===== config.mk =====
export PLATFORM = sky130hd
export DESIGN_NAME = audio_dma_arbiter
export DESIGN_NICKNAME = d
export VERILOG_FILES = /design/src/rtl/audio_dma_arbiter.sv
export SDC_FILE = /design/constraint.sdc
export NUM_CORES = 1
export LEC_CHECK = 0
export CORE_MARGIN = 5
export CORE_UTILIZATION = 42
export DETAILED_ROUTE_END_ITERATION = 12
export GPL_ROUTABILITY_DRIVEN = 0
export PLACE_DENSITY = 0.71
export SLEW_MARGIN = 20
export SYNTH_ARGS = -nofsm -noshare
export SYNTH_HDL_FRONTEND = slang
export SYNTH_SLANG_ARGS = --single-unit

===== constraint.sdc =====
create_clock -name clock -period 1.55 [get_ports clock]
set_input_delay 0.2325 -clock clock [delete_from_list [all_inputs] [get_ports clock]]
set_output_delay 0.2325 -clock clock [all_outputs]
set_load 0.01 [all_outputs]

===== src/rtl/audio_dma_arbiter.sv =====
// audio_dma_arbiter: round-robin owner of the single DMA sound-refill path for direct-sound A and B.
// Optional XFER idle-word watchdog is built when AUDIO_DMA_WDOG_EN is defined.
module audio_dma_arbiter #(
    parameter int BURST_WORDS = 4,
    parameter int FIFO_DEPTH  = 8,
    parameter int WDOG_CYCLES = 1024
) (
    input  logic       clock,
    input  logic       reset,
    input  logic       req_a,
    input  logic       req_b,
    input  logic [3:0] fifo_size_a,
    input  logic [3:0] fifo_size_b,
    input  logic       fifo_clr_a,
    input  logic       fifo_clr_b,
    output logic       dma_req,
    output logic       dma_sel,
    input  logic       dma_grant,
    input  logic       word_wr,
    output logic       busy,
    output logic       served_a,
    output logic       served_b,
    output logic       wdog_err
);

    typedef enum logic [1:0] {IDLE, REQ, XFER, DONE} state_t;

    localparam logic [2:0] BURST_CNT  = 3'(BURST_WORDS);
    localparam logic [2:0] LAST_WORD  = 3'(BURST_WORDS - 1);
    localparam logic [4:0] FILL_LIMIT = 5'(FIFO_DEPTH - BURST_WORDS);

    state_t     state;
    logic       pend_a;
    logic       pend_b;
    logic       last;
    logic [2:0] word_cnt;

    logic       cand;
    logic       cand_valid;
    logic       cand_full;
    logic       set_a;
    logic       set_b;
    logic       clr_a;
    logic       clr_b;
    logic       sel_clr;
    logic       timeout;

    // NOTE: every always_comb output gets a default before any branch so no latch is inferred.
    always_comb begin
        cand_valid = pend_a | pend_b;
        cand       = (pend_a & pend_b) ? ~last : pend_b;
        cand_full  = cand ? ({1'b0, fifo_size_b} > FILL_LIMIT)
                          : ({1'b0, fifo_size_a} > FILL_LIMIT);
        sel_clr    = dma_sel ? fifo_clr_b : fifo_clr_a;

        // The channel owning XFER/DONE may not re-arm itself until the burst retires.
        set_a = req_a & ~((state == XFER || state == DONE) && !dma_sel);
        set_b = req_b & ~((state == XFER || state == DONE) &&  dma_sel);

        clr_a = fifo_clr_a
              | (state == DONE && !dma_sel)
              | (state == IDLE && cand_valid && cand_full && !cand);
        clr_b = fifo_clr_b
              | (state == DONE &&  dma_sel)
              | (state == IDLE && cand_valid && cand_full &&  cand);
    end

`ifdef AUDIO_DMA_WDOG_EN
    localparam logic [9:0] IDLE_LAST = 10'(WDOG_CYCLES - 1);

    logic [9:0] idle_cnt;

    assign timeout = (state == XFER) && !word_wr && (idle_cnt == IDLE_LAST);

    always_ff @(posedge clock) begin
        if (reset) begin
            idle_cnt <= '0;
            wdog_err <= 1'b0;
        end else begin
            if (state != XFER || word_wr) idle_cnt <= '0;
            else                          idle_cnt <= idle_cnt + 10'd1;
            if (timeout) wdog_err <= 1'b1;
        end
    end
`else
    logic wdog_cycles_unused;

    assign wdog_cycles_unused = (WDOG_CYCLES == 0);
    assign timeout            = 1'b0;
    assign wdog_err           = 1'b0;
`endif

    // NOTE: sequential state uses non-blocking assignments so every register samples pre-edge values.
    always_ff @(posedge clock) begin
        if (reset) begin
            state    <= IDLE;
            pend_a   <= 1'b0;
            pend_b   <= 1'b0;
            last     <= 1'b1;
            word_cnt <= '0;
            dma_req  <= 1'b0;
            dma_sel  <= 1'b0;
            busy     <= 1'b0;
            served_a <= 1'b0;
            served_b <= 1'b0;
        end else begin
            pend_a   <= ~clr_a & (set_a | pend_a);
            pend_b   <= ~clr_b & (set_b | pend_b);
            served_a <= 1'b0;
            served_b <= 1'b0;

            unique case (state)
                IDLE: begin
                    if (cand_valid && !cand_full) begin
                        state   <= REQ;
                        dma_sel <= cand;
                        dma_req <= 1'b1;
                        busy    <= 1'b1;
                    end
                end
                REQ: begin
                    if (dma_grant) begin
                        state    <= XFER;
                        dma_req  <= 1'b0;
                        word_cnt <= '0;
                    end else if (sel_clr) begin
                        state   <= IDLE;
                        dma_req <= 1'b0;
                        busy    <= 1'b0;
                    end
                end
                XFER: begin
                    if (word_wr) begin
                        if (word_cnt != BURST_CNT) word_cnt <= word_cnt + 3'd1;
                        if (word_cnt == LAST_WORD) begin
                            state    <= DONE;
                            served_a <= ~dma_sel;
                            served_b <=  dma_sel;
                        end
                    end else if (timeout) begin
                        state <= DONE;
                    end
                end
                DONE: begin
                    state <= IDLE;
                    busy  <= 1'b0;
                    last  <= dma_sel;
                end
            endcase
        end
    end

endmodule


# Word-level counts from Yosys, hierarchy flattened
# Index checks and enable logic that the tools add are counted.
# totals
out_inout_bits	6
reg_bits	13
in_bits	16
# classes
addsub	1
n_eq_ne	13
n_mux	19
n_lt_le_gt_ge	2
n_bitwise	21
n_reduce_logical	23
# op_table
operator	count
$reduce_and 4->1	3
$mux 2	5
$logic_and 1x1->1	9
$mux 3	3
$not 1->1	9
$gt 4x3->1 const B	2
$ne 2x2->1 const B	4
$pmux 2 s4	1
$mux 1	7
$or 1x1->1	7
$ne 2x1->1 const B	3
$ne 3x3->1 const B	2
$pmux 3 s2	1
$and 1x1->1	5
$eq 2x2->1 const B	2
$reduce_bool 2->1	2
$reduce_or 4->1	1
$add 3x1->3 const B	1
$eq 3x2->1 const B	1
$logic_not 1->1	3
$pmux 1 s3	1
$reduce_and 3->1	1
$reduce_bool 3->1	1
$eq 2x1->1 const B	1
other kinds (4)	4

# Longest topological paths before layout
# logic_depth
depth_word	8
mapped_depth	7
depth_no_buf	7

# Least setup slack after synthesis
# No wires, ideal clock.
# synth_path
kind	flip-flop to flip-flop
startpoint	reg pend_b
endpoint	reg state[0]
setup_time_ps	86
path_stages_with_launch	6
path_slack_ps	-21
period_less_slack_ps	1571
path_buffers	0
t_required_ps	1464
arrival_ps	1485
cell_sequence	dfxtp_1 a21bo_1 nor3_2 o22ai_1 a221o_1 a221oi_2
# synth_via
elab_chain_len	7
word_cells_on_any_way	8
classes_between	eq/ne (1); mux (2); bitwise (2); reduce/logical (3)
# synth_lines
element	line	rtl
start: declaration	34	logic pend_b;
start signal: assignment	108	pend_b <= ~clr_b & (set_b | pend_b);
$and 1x1->1	51	cand = (pend_a & pend_b) ? ~last : pend_b;
$mux 1	51	
$mux 1	52	cand_full = cand ? ({1'b0, fifo_size_b} > FILL_LIMIT)
$logic_not 1->1	114	if (cand_valid && !cand_full) begin
$logic_and 1x1->1 *	114	
$ne 2x1->1 (no source line) *	--	
$reduce_and 4->1 (no source line) *	--	
end signal: assignment	115	state <= REQ;
end signal: assignment	123	state <= XFER;
end signal: assignment	127	state <= IDLE;
end: declaration	32	state_t state;
# Mark *: on every way between the ends. The rest lies on a longest branch, timed or not.
# A chain may end at the register's enable or synchronous reset.

# Worst setup path after layout
# layout_path
startpoint	reg state[0]
endpoint	reg busy
# layout_via
elab_chain_len	3
word_cells_on_any_way	9
classes_between	eq/ne (5); mux (1); reduce/logical (3)
# layout_lines
element	line	rtl
start signal: assignment	96	state <= IDLE;
start signal: assignment	115	
start signal: assignment	123	
$eq 2x1->1, or another cell as far along	112	unique case (state)
$ne 2x2->1 (no source line), or another cell as far along	--	
$reduce_and 4->1 (no source line)	--	
end signal: assignment	103	busy <= 1'b0;
end signal: assignment	118	busy <= 1'b1;
end signal: assignment	129	busy <= 1'b0;
end: declaration	20	output logic busy,
# Parallel ways exist; a longest one is shown, timed or not.

==> metrics.md <==
| Metric | Value |
|---|---|
| Antenna violations before repair | 0 |
| Die extent in x | 54.1 µm |
| Hold_buf cts | 0 |
| Status | finished with violations |
| Non-Filler Instances | 161 |
| Worst skew pair latency | approximately 0.29 ns |
| Global-route wire length before repair | around 3500 µm |
| Max Used Layer | met4 |
| P_int | between 0.6 and 0.7 mW |
| Fin util | 65.2% |
| Syn nets | 120 |
| Setup slack after layout | -0.0128 ns |
| Area of the mapped netlist | 817 µm² |
| Fin Hold WS | 0.522 ns |
| Pins Over Slew Limit | 0 |
| Period utilisation layout | 101% |
| Failing checks | setup timing |
| Hold Crit Class | in2reg |
| Power density cells | 721 nW/µm² |
| Number of synthesized register bits | 13 |
| Cell Rows | 16 |
| Largest net degree at the start of global routing | 10 |
| Setup CP Type | reg2reg |
| Most flop-heavy register | word_cnt |
| Met1 wire length | 968 µm |
| Worst-path clk slew | ~0.1 ns |
| Die Span Y | 54.1 µm |
| Post-synthesis sequential area ratio | 31.9% |
| Most common cell after layout, fill and taps aside | clkdlybuf4s50_1 |
| Leak | 0.501 nW |
| TritonCTS buffer count | 3 |
| Clock power share | 25.4% |
| Routed via count | 821 |
| Count of final setup violators | 2 |
| Vias in the first global route | 814 |
| WP data required | 1.73 ns |
| Warnings from Yosys | 0 |
| Clock sink count | 13 |
| Average routed wire per standard cell | ~13 µm |
| DR vias/cell | ~5.1 |
| Die ar. | just under 3000 µm² |
| Number of placed I/O pins | 22 |
| Layout area overhead | 51.8% |
| Final ANT Viol Nets | 0 |
| CP Launch Type | flip-flop |
| Antenna cells | 0 |
| Final Total Pwr | 0.894 mW |
| Residual DRC count | 0 |
| Final net count | roughly 160 |
| Switching Fraction | 30.3% |
| DP Wirelength | 1590 µm |
| RSZ-0062 raised after global routing | true |
| Grt ovf | 0 |
| CTS tree | built |
| Final Hold Vio Count | 0 |
| Comb pwr share | 33.3% |
| H-tree level count | 1 |
| Port buffer count | 20 |
| Most frequent cells in the layout | clkdlybuf4s50_1, buf_4, dfxtp_1 |
| Peak VDD IR | 422 µV |
| Net Switching | 0.271 mW |
| GRT Util Overall | 16.6% |
| Share of layout cells above drive strength 1 | 26.1% |
| Met3 WL | 107 µm |
| Number of placed instances, taps included | ~160 |
| Wire length on met2 | around 970 µm |
| Worst Path Arrival | ~1.8 ns |
| Post-Route Skew | between 0.007 and 0.008 ns |
| Post-synth EDFFs | 0 |
| Max FFs per register | 3 |
| Initial core utilization | 43.0% |
| Final worst path period need | ~1.6 ns |
| Post-Syn Instances | 96 |
| Yosys cell types | 38 |
| Synth Area per Inst | 8.51 µm² |
| Ys async rst share | 0% |
| Routed WL | 2070 µm |
| Max Fclk | 640 MHz |
| Critical path endpoint category | flip-flop |
| Iter 0 DRT Violations | 14 |
| TritonRoute pass-1 iters | 4 |
| Synth Flop Type | dfxtp_1 |
| Maximum fanout along the worst path | 4 |
| Clock root buffer | clkbuf_4 |
| CTS Buffer Depth | 2 |
| Sequential share of power | 41.2% |
| Number of maximum-capacitance violations | 0 |
| Core Area | 1900 µm² |
worst max-delay path, cell delays in order (launching register included):
cell	delay [ns]
dfxtp_4	0.38
inv_1	0.09
ha_1	0.30
o22a_1	0.19
a21oi_1	0.15
mux2_2	0.35
kinds of logic (layout without fill, tap and decap cells):
kind of cell | after synthesis | count (layout) | synth area share [%]
AO/OA/AOI/OAI | 30 | 30 | 25.4
AND/OR/NAND/NOR | 29 | 29 | 20.2
flip-flops | 13 | 13 | 31.9
buffers and inverters | 12 | 50 | 5.97
adder cells (fa/ha/maj) | 8 | 8 | 12.3
multiplexers | 3 | 3 | 3.83
other | 1 | 1 | 0.459
synth_stat cells (2+ instances only):
cell	n	area share, %
o21ai_0	5	3.1
a31oi_1	2	1.5
nand2b_1	3	2.3
nor2_1	7	3.2
clkbuf_1	3	1.4
o21a_1	2	1.8
nand3b_1	2	1.8
nor3_1	4	2.5
dfxtp_1	13	32
nand2_1	4	1.8
a21o_1	2	1.8
a21oi_1	8	4.9
mux2i_1	2	2.5
ha_1	8	12
inv_1	8	3.7
final timing paths:
kind / startpoint / to / slack [ns] / cells after the start
setup / recovery: state[0]$_SDFFE_PP0P_ / busy$_SDFFE_PP0P_ / -0.01 / 5
hold / removal: fifo_clr_b / pend_b$_SDFF_PP0_ / 0.52 / 2
setup reg to reg: state[0]$_SDFFE_PP0P_ / busy$_SDFFE_PP0P_ / -0.01 / 5
hold reg to reg: word_cnt[0]$_SDFFE_PP0P_ / word_cnt[0]$_SDFFE_PP0P_ / 0.52 / 2
through the flow:
step | cell area, µm² | setup TNS, ns | worst slack (ns)
after floorplan | 830 | 0 | 0.00971
after global placement | 1160 | -0.836 | -0.341
after detailed placement | 1160 | -0.873 | -0.352
after CTS | 1200 | 0 | 0.000297
after global routing | 1240 | -0.318 | -0.0919
final | 1240 | -0.0233 | -0.0128
area by class of cell:
class	instances	area, µm²
inverter	8	30.0
tap	27	33.8
multi-input combinational	71	547
fill	165	662
clock buffer	3	22.5
timing repair buffer	38	335
sequential	13	267
clock inverter	1	5.00
power by group through the flow:
stage               clock network [mW]  registers (mW)  logic (mW)
global route                     0.249           0.372       0.325
global placement                     0           0.370       0.275
finish                           0.227           0.369       0.298
floorplan                            0           0.373       0.142
detailed placement                   0           0.370       0.282
CTS                              0.229           0.365       0.287
what timing repair did:
action,4_1_cts,5_1_grt
gates resized for setup,3,6
endpoints found under the setup margin,2,9
setup buffers,1,1
pin swaps,5,2
metal layers:
layer,track usage [%],vias to the layer above
li1,-,419
met1,20.7,376
met2,27.6,24
met3,2.77,2
met4,7.47,0
met5,0,-
Power figures use the tool's default switching activity.
